File: config.mk
export PLATFORM = sky130hd
export DESIGN_NAME = z_hilo_writeback
export DESIGN_NICKNAME = d
export VERILOG_FILES = /design/src/rtl/z_hilo_writeback.sv
export SDC_FILE = /design/constraint.sdc
export NUM_CORES = 1
export LEC_CHECK = 0
export CAP_MARGIN = 15
export CORE_ASPECT_RATIO = 0.8
export CORE_MARGIN = 3
export CORE_UTILIZATION = 25
export CTS_BUF_LIST = sky130_fd_sc_hd__clkbuf_4
export CTS_CLUSTER_DIAMETER = 150
export DETAILED_ROUTE_END_ITERATION = 8
export SLEW_MARGIN = 10
export SYNTH_ARGS = -nofsm -noshare
export SYNTH_HDL_FRONTEND = slang
export SYNTH_SLANG_ARGS = --single-unit
File: constraint.sdc
create_clock -name clk -period 1.65 [get_ports clk]
set_input_delay 0.165 -clock clk [delete_from_list [all_inputs] [get_ports clk]]
set_output_delay 0.165 -clock clk [all_outputs]
set_load 0.01 [all_outputs]
File: src/rtl/z_hilo_writeback.sv
// ----------------------------------------------------------------------------
// z_hilo_writeback
//
// Result-capture and writeback stage directly downstream of the ALU.
// Each 64-bit ALU result and its opcode are accepted over a valid/ready
// handshake and held in the 64-bit Z register. The result is then handed to
// the 32-bit datapath bus as one beat (ZLO) or two beats (ZLO then ZHI).
// The stage also owns the architectural HI/LO registers. mul/div write them.
// mfhi/mflo read them back through Z.
//
// Ports
//   clk        in   1       single clock, rising edge
//   clr_n      in   1       asynchronous active-low reset
//   in_valid   in   1       ALU result/opcode valid
//   in_ready   out  1       stage can accept a result (high only in IDLE)
//   opcode     in   5       ALU opcode accompanying result
//   result     in   64      [31:0] low word/quotient, [63:32] high word/remainder
//   bus_valid  out  1       bus_out holds a word beat
//   bus_ready  in   1       bus consumer takes the beat
//   bus_sel    out  1       0 = ZLO beat, 1 = ZHI beat
//   bus_out    out  32      word beat data (zero when no beat)
//   hi_q       out  32      HI register
//   lo_q       out  32      LO register
//   drop_cnt   out  DROP_W  saturating count of discarded results
// ----------------------------------------------------------------------------
module z_hilo_writeback #(
    parameter int DROP_W = 8
) (
    input  logic              clk,
    input  logic              clr_n,
    input  logic              in_valid,
    output logic              in_ready,
    input  logic [4:0]        opcode,
    input  logic [63:0]       result,
    output logic              bus_valid,
    input  logic              bus_ready,
    output logic              bus_sel,
    output logic [31:0]       bus_out,
    output logic [31:0]       hi_q,
    output logic [31:0]       lo_q,
    output logic [DROP_W-1:0] drop_cnt
);

    typedef enum logic [1:0] {
        S_IDLE = 2'd0,
        S_LO   = 2'd1,
        S_HI   = 2'd2
    } state_e;

    typedef enum logic [2:0] {
        CLS_COMPUTE = 3'd0,
        CLS_WIDE    = 3'd1,
        CLS_MFHI    = 3'd2,
        CLS_MFLO    = 3'd3,
        CLS_DISCARD = 3'd4
    } op_class_e;

    localparam logic [4:0] OP_MUL  = 5'b01111;
    localparam logic [4:0] OP_DIV  = 5'b10000;
    localparam logic [4:0] OP_MFHI = 5'b11000;
    localparam logic [4:0] OP_MFLO = 5'b11001;

    // Opcode decode into the classes that steer capture and beat count.
    function automatic op_class_e classify(input logic [4:0] op);
        op_class_e c;
        if ((op >= 5'b00011 && op <= 5'b01110) || op == 5'b10001 || op == 5'b10010)
            c = CLS_COMPUTE;
        else if (op == OP_MUL || op == OP_DIV)
            c = CLS_WIDE;
        else if (op == OP_MFHI)
            c = CLS_MFHI;
        else if (op == OP_MFLO)
            c = CLS_MFLO;
        else
            c = CLS_DISCARD;
        return c;
    endfunction

    // Saturating increment: an all-ones value holds.
    function automatic logic [DROP_W-1:0] sat_inc(input logic [DROP_W-1:0] v);
        logic [DROP_W-1:0] one;
        one = {{(DROP_W-1){1'b0}}, 1'b1};
        return (&v) ? v : (v + one);
    endfunction

    state_e    state;
    state_e    state_nxt;
    op_class_e cls;
    logic      accept;
    logic      capture;
    logic      drop;

    logic [63:0] z_p0;
    logic        wide_p0;

    assign cls      = classify(opcode);
    assign in_ready = (state == S_IDLE);
    assign accept   = in_valid && in_ready;
    assign capture  = accept && (cls != CLS_DISCARD);
    assign drop     = accept && (cls == CLS_DISCARD);

    // ---- state register -------------------------------------------------
    always_ff @(posedge clk or negedge clr_n) begin
        if (!clr_n)
            state <= S_IDLE;
        else
            state <= state_nxt;
    end

    // Next-state logic. A wide result needs the extra HI beat.
    always_comb begin
        state_nxt = state;
        unique case (state)
            S_IDLE: if (capture)   state_nxt = S_LO;
            S_LO:   if (bus_ready) state_nxt = wide_p0 ? S_HI : S_IDLE;
            S_HI:   if (bus_ready) state_nxt = S_IDLE;
            default:               state_nxt = S_IDLE;
        endcase
    end

    // ---- capture stage: Z, HI/LO, discard counter -------------------------
    // HI/LO are written on the same edge that captures a wide result.
    // mfhi/mflo therefore see the value left by the previous mul/div.
    always_ff @(posedge clk or negedge clr_n) begin
        if (!clr_n) begin
            z_p0     <= '0;
            wide_p0  <= 1'b0;
            hi_q     <= '0;
            lo_q     <= '0;
            drop_cnt <= '0;
        end else begin
            if (capture) begin
                wide_p0 <= (cls == CLS_WIDE);
                unique case (cls)
                    CLS_WIDE: begin
                        z_p0 <= result;
                        hi_q <= result[63:32];
                        lo_q <= result[31:0];
                    end
                    CLS_MFHI: z_p0 <= {32'd0, hi_q};
                    CLS_MFLO: z_p0 <= {32'd0, lo_q};
                    default:  z_p0 <= result;
                endcase
            end
            if (drop)
                drop_cnt <= sat_inc(drop_cnt);
        end
    end

    // ---- bus beat stage ---------------------------------------------------
    // The beat is decoded purely from the state and Z flops. It therefore
    // stays stable while bus_ready is held low.
    always_comb begin
        bus_valid = 1'b0;
        bus_sel   = 1'b0;
        bus_out   = 32'd0;
        unique case (state)
            S_LO: begin
                bus_valid = 1'b1;
                bus_out   = z_p0[31:0];
            end
            S_HI: begin
                bus_valid = 1'b1;
                bus_sel   = 1'b1;
                bus_out   = z_p0[63:32];
            end
            default: ;
        endcase
    end

endmodule

# Word level (Yosys, flattened, before mapping)
# Cells that the tools add are included.
[totals]
ram_bits = 0
word_cells = 52
mem_count = 0
register_bits = 139
romBits = 0
latch_bits = 0
[op_classes]
n_bitwise = 1
multipliers = 0
n_shift = 0
n_addsub = 1
eq_ne = 16
mux = 13
n_lt_le_gt_ge = 2
n_reduce_logical = 13
div = 0
[op_table]
columns = ["operator", "n"]
rows = [
  ["64-bit case mux with 2 select lines", 1],
  ["32-bit case mux with 2 select lines", 1],
  ["5-bit == test (second input constant)", 5],
  ["3-bit 2-to-1 mux", 4],
  ["8-bit by 1-bit adder with 8-bit output (second input constant)", 1],
  ["2-bit 2-to-1 mux", 4],
  ["8-bit AND reduction", 1],
  ["3-bit by 2-bit == test with 1-bit output (second input constant)", 2],
  ["2-bit case mux with 3 select lines", 1],
  ["5-bit by 4-bit == test with 1-bit output (second input constant)", 1],
  ["5-bit by 2-bit >= comparator with 1-bit output (second input constant)", 1],
  ["5-bit by 4-bit less-or-equal comparator with 1-bit output (second input constant)", 1],
  ["1-bit logical AND", 4],
  ["2-bit != test (second input constant)", 2],
  ["2-bit AND reduction", 2],
  ["3-bit by 1-bit == test with 1-bit output (second input constant)", 1],
  ["3-bit == test (second input constant)", 1],
  ["1-bit logical OR", 3],
  ["3-bit != test (second input constant)", 1],
  ["3-bit AND reduction", 1],
  ["2-bit by 1-bit == test with 1-bit output (second input constant)", 1],
  ["2-bit == test (second input constant)", 1],
  ["2-bit zero test", 1],
  ["1-bit 2-to-1 mux", 2],
  ["3 further kinds", 3],
]

# Logic depth before layout (Yosys ltp)
# Gate-level depths: netlist (run 1).
[depth]
word_depth = 9
mapped_depth = 8
depth_no_buf = 6

# Least setup slack after synthesis (run 1)
# Ideal clock, no wire load.
[synth_timing]
path_kind = "register -> register"
start = "register state[0]"
end = "register hi_q[0]"
t_arrival_ns = 1.640
slack_ns = -0.115
required_ns = 1.525
n_path_buf = 2
period_less_slack_ns = 1.765
path_stages_with_launch = 8
path_cell_list = "dfrtp_1 > inv_1 > ha_1 > nand2_1 > nor2_1 > buf_2 > buf_2 > mux2_2"
[synth_between]
elab_chain_cells = 4
[synth_rtl]
columns = ["item", "line", "text"]
rows = [
  ["start, declared", "86", "state_e state;"],
  ["start signal, assigned", "107", "state <= state_nxt;"],
  ["2-bit zero test", "97", "assign in_ready = (state == S_IDLE);"],
  ["named net in_ready", "32", "output logic in_ready,"],
  ["1-bit logical AND", "98", "assign accept = in_valid && in_ready;"],
  ["1-bit logical AND", "99", "assign capture = accept && (cls != CLS_DISCARD);"],
  ["2-bit AND reduction (no line)", "-", ""],
  ["end signal, assigned", "137", "hi_q <= result[63:32];"],
  ["end, declared", "39", "output logic [31:0] hi_q,"],
]
# The timed path passes the listed nets, and every way through them passes these cells.
# A chain may end at the register's enable or synchronous reset.

# Worst setup path after layout (run 1)
[layout_timing]
start = "register state[1]"
end = "output port bus_out[23]"
[layout_between]
elab_chain_cells = 2
[layout_rtl]
columns = ["item", "line", "text"]
rows = [
  ["2-bit == test or 2-bit by 1-bit == test with 1-bit output (tied branches)", "157", "unique case (state)"],
  ["32-bit case mux with 2 select lines (*)", "157", ""],
  ["end, declared", "38", "output logic [31:0] bus_out,"],
]
# Every way passes the cells marked *; elsewhere a longest branch is shown, timed or not.

==> impl.org, run 1 <==
** Timing
- Maximum clock frequency :: a little under 500 MHz
- Setup violation total in the final timing report :: approximately 150
- The number of max-slew violations in the final report came to 0.
- In the finished design, the share of the clock period the worst path needs comes to 1.26.
- RSZ-0062 raised after global routing :: true
- Final Hold Vio Count :: 0
- Clock period minus worst slack :: 2080 ps
- Final setup slack of the worst path :: -431 ps
- Headroom to the max-slew limit came out at 0.662.
- For the final database, setup skew stands at roughly 23 ps.
- Slew at the pin closest to its max-slew limit :: 508 ps

** Place
- Placed Cells incl. Taps :: between 1k and 1.5k
- Detailed placer's ending HPWL :: 13100 µm
- During placement, the flow inserted port buffers numbering ~180.
- Routability-driven placement finished with a final weighted congestion of 0.712.

** Worst setup path
- At the worst endpoint, the required time is 1480 ps.
- Endpoint of the most critical register-to-register path :: z_p0[14]
- In this run the worst setup path begins at state[1].
- Reg2Reg Launch Point :: state[0]
- The most critical setup path has its endpoint at bus_out[23].
- In this run the worst path has a maximum fanout of 7.
- Setup CP Type :: reg2out
- The worst setup path is launched from a register.
- Crit path DAT :: roughly 1900 ps
- CP Capture Type :: output pin
- The setup check on the worst reg-to-reg path leaves a slack of -220 ps.
- Reg2Reg Depth :: 10

** Finish
- Number of nets in the final layout :: 972
- 0 antenna diodes ended up in the layout.
- Measured on the finished design, the core utilization comes to 0.446.
- Compared with the post-synthesis result, the final layout area differs by 74.1%.
- Area taken by multi-input logic gates :: around 3800 µm²
- Final Instance Count excl. Fillers :: about 1.3k
- In the final layout, the share of cells above drive strength 1 is 0.440.
- Summing all flip-flop and latch instances after layout gives ~3500 µm².
- Number of fill cells :: 2451

** Logic synthesis
- The Yosys step of the flow raised 0 warnings.
- The synthesized netlist contains 33 unique library cells.
- Synthesis produced a netlist whose cell count is between 600 and 700.
- Synth top cells by count :: sky130_fd_sc_hd__dfrtp_1, sky130_fd_sc_hd__nand2_1, sky130_fd_sc_hd__o21ai_0, sky130_fd_sc_hd__mux2_2
- Averaged over all synthesized cells, the footprint is between 10 and 15 µm².
- Number of flip-flops and latches in the synthesized netlist :: between 100 and 150
- After synthesis, the share of flip-flops with an asynchronous set or reset is 1.00.
- Portion of the post-synthesis area used by sequential elements :: 0.533
- Summing every instance area after synthesis gives about 6500 µm².
- Yosys instantiated no cell more often than sky130_fd_sc_hd__dfrtp_1.
- By area the synthesized netlist is led by sky130_fd_sc_hd__dfrtp_1, sky130_fd_sc_hd__mux2_2, sky130_fd_sc_hd__nand2_1.
- The largest total area in the synthesized netlist belongs to sky130_fd_sc_hd__dfrtp_1.
- Number of enable-type register cells in the synthesized netlist :: 0
- Of the post-synthesis cell area, the dominant cell type holds 0.533.
- In the synthesized netlist the dominant register cell turns out to be sky130_fd_sc_hd__dfrtp_1.
- Counting every net in the synthesized netlist gives 700.

** Route
- For this run, the detailed router's first-pass iteration total came to 4.
- Remaining routing DRC violations :: 0
- After detailed routing, the average wire length per cell comes to between 15 and 20 µm.
- After the first detailed-routing iteration, the DRC count stood at around 340.
- Vias after detailed routing :: ~5.7k
- Wires add up to 23900 µm.
- In this run the remaining antenna-violating nets after routing total 0.
- Using the TritonRoute via totals, the vias-per-cell ratio works out to between 4 and 5.

** Floorplan
- Die Y :: between 150 and 200 µm
- Initial standard-cell utilization of the core :: 0.256
- Total core area :: 25500 µm²
- Top Ports :: 180
- Std-Cell Rows :: 52
- The die is ~190 µm wide.
- Area of the die :: 28100 µm²

** Run status
- The run finished, with violations left.
- The checks that failed: negative setup slack.

** Power and ir drop
- Leakage :: around 5.3 nW
- Sw frac :: 0.363
- Share of power burned in registers :: 0.364
- P_sw :: 6.33 mW
- Power density normalized to cell area :: 1530 nW/µm²
- IR Drop Worst-Case VDD :: about 0.70 mV
- The share of total power dissipated in the clock network is 0.144.
- The internal portion of the total power is 11.1 mW.
- Of the total power, combinational logic draws 0.493.

** Global routing
- Global router's overall resource usage :: 0.154
- Vias in the first global route :: ~5.8k
- Summed over all layers, the global routing overflow is 0.
- Entering global routing, the biggest net connects 57 pins.
- First-pass GRT wire length :: around 34000 µm
- Number of antenna violations at the first check in global routing :: 0

** Min path
- In this run the worst hold path is classified as in2async.

** Clocking
- The tree is rooted in a sky130_fd_sc_hd__clkbuf_4.
- Number of sinks on the clock net :: between 100 and 150
- Clk Latency, worst-skew pair :: 540 ps
- Clock tree from TritonCTS :: yes
- Clock-pin slew on the worst setup and hold paths :: about 130 ps
- In this run the deepest clock path goes through 2 buffers.
- Number of buffers created by CTS :: 17
- The H-tree was split into 4 levels.

** Job
- Number of max-cap violations :: 0
==> how the worst min path moves through the flow <==
stage               start     endpoint  slack (ps)  cells past startpoint
finish              clr_n     hi_q[19]          50                      2
global route        clr_n     hi_q[19]          20                      2
CTS                 clr_n     hi_q[19]          10                      2
detailed placement  clr_n     hi_q[19]          70                      1
global placement    clr_n     hi_q[19]          70                      1
floorplan           clr_n  drop_cnt[0]        -130                      0
==> layer usage <==
layer  vias up  track usage  wire, µm
li1       2710            -         -
met1      2866        0.217     11400
met2       142        0.234     10800
met3         9       0.0500      1450
met4         0       0.0306       157
met5         -            0         0
==> registers in the layout, summed over array words and instances, names as in the netlist <==
signal,flops
drop_cnt,8
hi_q,32
lo_q,32
state,2
wide_p0,1
z_p0,64
==> layout make-up <==
cell class | count | area share
clock buffer | 17 | 0.0112
inverter | 4 | 0.00132
tap | 351 | 0.0386
sequential | 139 | 0.306
multi-input combinational | 433 | 0.337
timing repair buffer | 300 | 0.291
clock inverter | 14 | 0.0156
==> worst max-delay path, cell delays in order (launching register included) <==
cell,delay (ps)
sky130_fd_sc_hd__dfrtp_1,420
sky130_fd_sc_hd__buf_4,150
sky130_fd_sc_hd__ha_4,180
sky130_fd_sc_hd__buf_12,130
sky130_fd_sc_hd__buf_12,130
sky130_fd_sc_hd__a22oi_1,160
sky130_fd_sc_hd__nor2b_1,60
sky130_fd_sc_hd__buf_2,140
==> cells by family after synthesis <==
family,synth area share
fa+ha+maj,0.00766
mux,0.161
xor+xnor,0.00939
compound gates,0.133
simple gates,0.123
buf+inv,0.0335
flops,0.533
==> placed cells by master, fill, tap and decap left out, types with 6 or more instances in the layout <==
master and n:
sky130_fd_sc_hd__clkdlybuf4s50_1 70, sky130_fd_sc_hd__buf_8 10, sky130_fd_sc_hd__a22oi_2 31, sky130_fd_sc_hd__dlygate4sd2_1 71, sky130_fd_sc_hd__buf_6 12, sky130_fd_sc_hd__buf_12 25
sky130_fd_sc_hd__buf_2 28, sky130_fd_sc_hd__o21ai_0 33, sky130_fd_sc_hd__o21ai_1 18, sky130_fd_sc_hd__nand2_1 84, sky130_fd_sc_hd__buf_4 59, sky130_fd_sc_hd__nand2_2 18
sky130_fd_sc_hd__o21ai_2 49, sky130_fd_sc_hd__xor2_1 6, sky130_fd_sc_hd__nand2_4 32, sky130_fd_sc_hd__clkbuf_16 16, sky130_fd_sc_hd__mux2i_1 32, sky130_fd_sc_hd__nor2b_1 32
sky130_fd_sc_hd__mux2_4 65, sky130_fd_sc_hd__dfrtp_1 139, sky130_fd_sc_hd__buf_16 7, sky130_fd_sc_hd__clkbuf_4 17
==> metrics by stage <==
step / setup TNS (ps) / setup WS (ps) / hold slack, ps / area [µm²] / power, mW
5_1_grt: -38040 / -583 / 15.4 / 11400 / 18.6
3_3_place_gp: -53510 / -381 / 73.1 / 9100 / 12.2
3_5_place_dp: -54990 / -398 / 71.6 / 9100 / 12.3
2_1_floorplan: 0 / 2.64 / -131 / 6550 / 8.76
4_1_cts: -18600 / -501 / 11.7 / 10400 / 15.8
6_report: -24750 / -431 / 50.4 / 11400 / 17.4
==> power groups by stage <==
stage	registers, mW	clock network [mW]	logic (mW)
after CTS	6.06	2.59	7.13
after global routing	6.56	2.74	9.26
final	6.34	2.50	8.58
after detailed placement	6.07	0	6.20
after global placement	6.04	0	6.12
after floorplan	6.24	0	2.52
==> repair_timing <==
item	in CTS	in global routing
pin swaps	12	94
hold endpoints to repair	139	0
endpoints found under the setup margin	228	175
resized for setup	373	222
setup buffers	43	10
hold buffers	1	0
gates cloned	10	22
Power figures use the tool's default switching activity.
==> inputs of run 2 (changes only) <==
- SETUP_SLACK_MARGIN: default -> 0.5
==> run 2 against run 1 <==
Against the previous run:
- the flow still finishes with violations (negative setup slack)
- die area did not move
- final area grew 6.9%
- global-route usage is 2.4 points higher
- clock power grew 21%
- hold slack better by 35 ps
- sequential power about the same
- worst setup slack worse by 38 ps
- utilization is 3.1 points higher
- wire length rose by 5.3%
- combinational power rose by 20%
- critical endpoint is now bus_out[5]
- largest cell class unchanged
==> impl.org, run 2 (synthesis results as in run 1) <==
** Run status
- Status :: finished, violations left
- The final reports fail on negative setup slack.

** Floorplan
- Top Ports :: 180
- After floorplanning, the core was divided into between 50 and 60 placement rows.
- The initial utilization of the core area, before any placement, comes to 0.256.
- Die Y :: approximately 150 µm
- Die Width :: roughly 190 µm
- The die covers around 28000 µm².
- Total core area :: 25500 µm²

** Global routing
- First-pass GRT wire length :: between 30000 and 40000 µm
- Global router's overall resource usage :: 0.179
- Pin count of the biggest net entering global routing :: 47
- The number of antenna violations at the first check in global routing was 1.
- The number of global-route vias before repair is roughly 6.3k.
- Global routing finished with a remaining overflow of 0.

** Clocking
- Number of sinks on the clock net :: approximately 140
- Clock latency on the worst-skew pair, taken at its later pin, is about 570 ps.
- The H-tree was split into 4 levels.
- Clock tree from TritonCTS :: yes
- No sink is reached through more buffers than the 2 on the longest clock path.
- Clock-pin slew on the worst setup and hold paths :: 150 ps
- Number of buffers created by CTS :: 17
- CTS Root Buffer Type :: sky130_fd_sc_hd__clkbuf_4

** Worst setup path
- Data required time of the critical path :: between 1000 and 1500 ps
- Maximum fanout along the worst path :: 8
- Setup CP Type :: reg2out
- Setup slack of the most critical reg-to-reg path :: -210 ps
- Reg2Reg Depth :: 11
- The worst setup path is launched from a register.
- CP Capture Type :: output pin
- Crit path DAT :: 1950 ps

** Place
- Detailed placer's ending HPWL :: around 14000 µm
- After detailed placement, the total cell area comes to ~9000 µm².
- Count of input and output buffers :: between 150 and 200
- Weighted congestion at the end of routability-driven global placement :: 0.731
- The number of placed instances, taps included, is 1147.
- Setup WS pre-CTS :: -347 ps

** Timing
- Once routing completed, OpenROAD measured the worst setup slack at -470 ps.
- Max Transition Viols Final :: 0
- Setup repair after global routing could not meet its margin everywhere.
- The routed design could run at a clock period as short as between 2000 and 2500 ps.
- Slew at the pin closest to its max-slew limit :: approximately 500 ps
- The number of hold violations in the final report was 0.
- Between clock sinks in the finished design, the worst skew comes to between 20 and 25 ps.
- Static timing analysis puts the maximum clock frequency at between 400 and 500 MHz.
- Worst-case headroom to the max-slew limit :: 0.668
- In the finished design, the share of the clock period the worst path needs comes to 1.28.
- Setup violations remaining at the end of the flow were counted as between 150 and 200.

** Finish
- The largest registers in the layout are z_p0 (64), hi_q (32), lo_q (32).
- The library cell used most frequently in the layout, excluding fill and tap cells, is sky130_fd_sc_hd__dfrtp_1.
- Leaving out filler cells and counting taps, the final layout contains ~1.3k.
- Number of nets in the final layout :: 1041
- Total area of sequential cells :: approximately 3500 µm²
- The finished cells cover roughly 12000 µm².
- Diode count :: 0
- Number of fill cells :: 2287
- Compared with the post-synthesis result, the final layout area differs by 86.2%.
- Commonest cells after routing, fill and taps aside :: sky130_fd_sc_hd__dfrtp_1, sky130_fd_sc_hd__buf_4, sky130_fd_sc_hd__buf_2
- The register with the most flip-flops in the layout has 64 of them.
- Register ranked first by flip-flop count :: z_p0
- Utilization of the core after routing :: 0.477
- The multi-input combinational cells in the finished layout cover a total of approximately 4000 µm².
- Of the cells placed in the final design, the portion with a size suffix greater than 1 is 0.583.

** Route
- After detailed routing, the number of remaining DRC violations is 0.
- After detailed routing, the average wire length per cell comes to ~19 µm.
- Using the TritonRoute via totals, the vias-per-cell ratio works out to approximately 4.6.
- The count of nets left with antenna violations once routing finished came out at 0.
- Wire length after detailed routing :: approximately 25000 µm
- Violation count after the first detailed-routing iteration :: 260
- For this block, the via count after detailed routing is 6073.
- First-pass iteration count of the detailed router :: 4

** Power and ir drop
- IR Drop Worst-Case VDD :: between 0.8 and 0.9 mV
- Summed over all cells, the static leakage comes to 5.63 nW.
- Power density normalized to cell area :: approximately 1600 nW/µm²

** Min path
- The min-delay analysis places its worst path in the category in2async.

** Job
- Max-cap violations in this run came to 0.
[run 2: cell count changes in the layout (fill, tap and decap cells not counted), sizes merged]
cell and change:
buf +154, clkdlybuf4s15 +3, clkinv -2, inv -1, dlygate4sd2 -71, dlymetal6s2s -1
clkinvlp -1, clkbuf -15, bufinv +3
[run 2: area by class of cell]
type,instances,area share
repair buffers,369,0.318
flip-flops and latches,139,0.286
inverters,4,0.00123
multi-input cells,433,0.327
well taps,351,0.0361
clock inverters,13,0.0204
clock buffers,18,0.0111
[run 2: path summary, 6_finish.rpt]
check                           startpoint           to
worst min register to register     wide_p0      wide_p0
worst max register to register    state[0]     z_p0[58]
min in group clk                result[49]     z_p0[49]
worst max-delay path              state[0]   bus_out[5]
max in group asynchronous            clr_n  drop_cnt[7]
worst min-delay path                 clr_n     lo_q[30]
[run 2: critical path, stage by stage (launching register included)]
cell and delay [ps]:
sky130_fd_sc_hd__dfrtp_1 440, sky130_fd_sc_hd__buf_6 130, sky130_fd_sc_hd__ha_4 190, sky130_fd_sc_hd__buf_12 140, sky130_fd_sc_hd__buf_16 140, sky130_fd_sc_hd__a22oi_2 150
sky130_fd_sc_hd__nor2b_2 60, sky130_fd_sc_hd__buf_2 140
[run 2: power by group]
part           switching [mW]  internal [mW]  total (mW)
registers                1.38           4.96        6.34
clock network            1.36           1.66        3.02
logic                    4.13           6.13        10.3
[run 2: metrics by stage]
stage	TNS, ps	power, mW	hold WS (ps)
floorplan	0	9.23	-131
global placement	-46540	12.5	138
detailed placement	-47430	12.7	142
CTS	-30550	18.5	37.7
global route	-48570	20.8	71.0
finish	-30990	19.6	85.9
[run 2: routing by layer]
layer	global-route usage	routed length, µm
met1	0.243	11600
met4	0.0366	245
met5	0	20
met3	0.0493	1480
met2	0.287	11800
[run 2: what timing repair did]
| action | CTS | global route |
|---|---|---|
| pin swaps | 40 | 33 |
| hold buffers | 1 | 0 |
| hold endpoints to repair | 139 | 0 |
| buffers inserted | 91 | 29 |
| resized for setup | 690 | 98 |
| cloned | 28 | 0 |
| setup endpoints to repair | 246 | 246 |
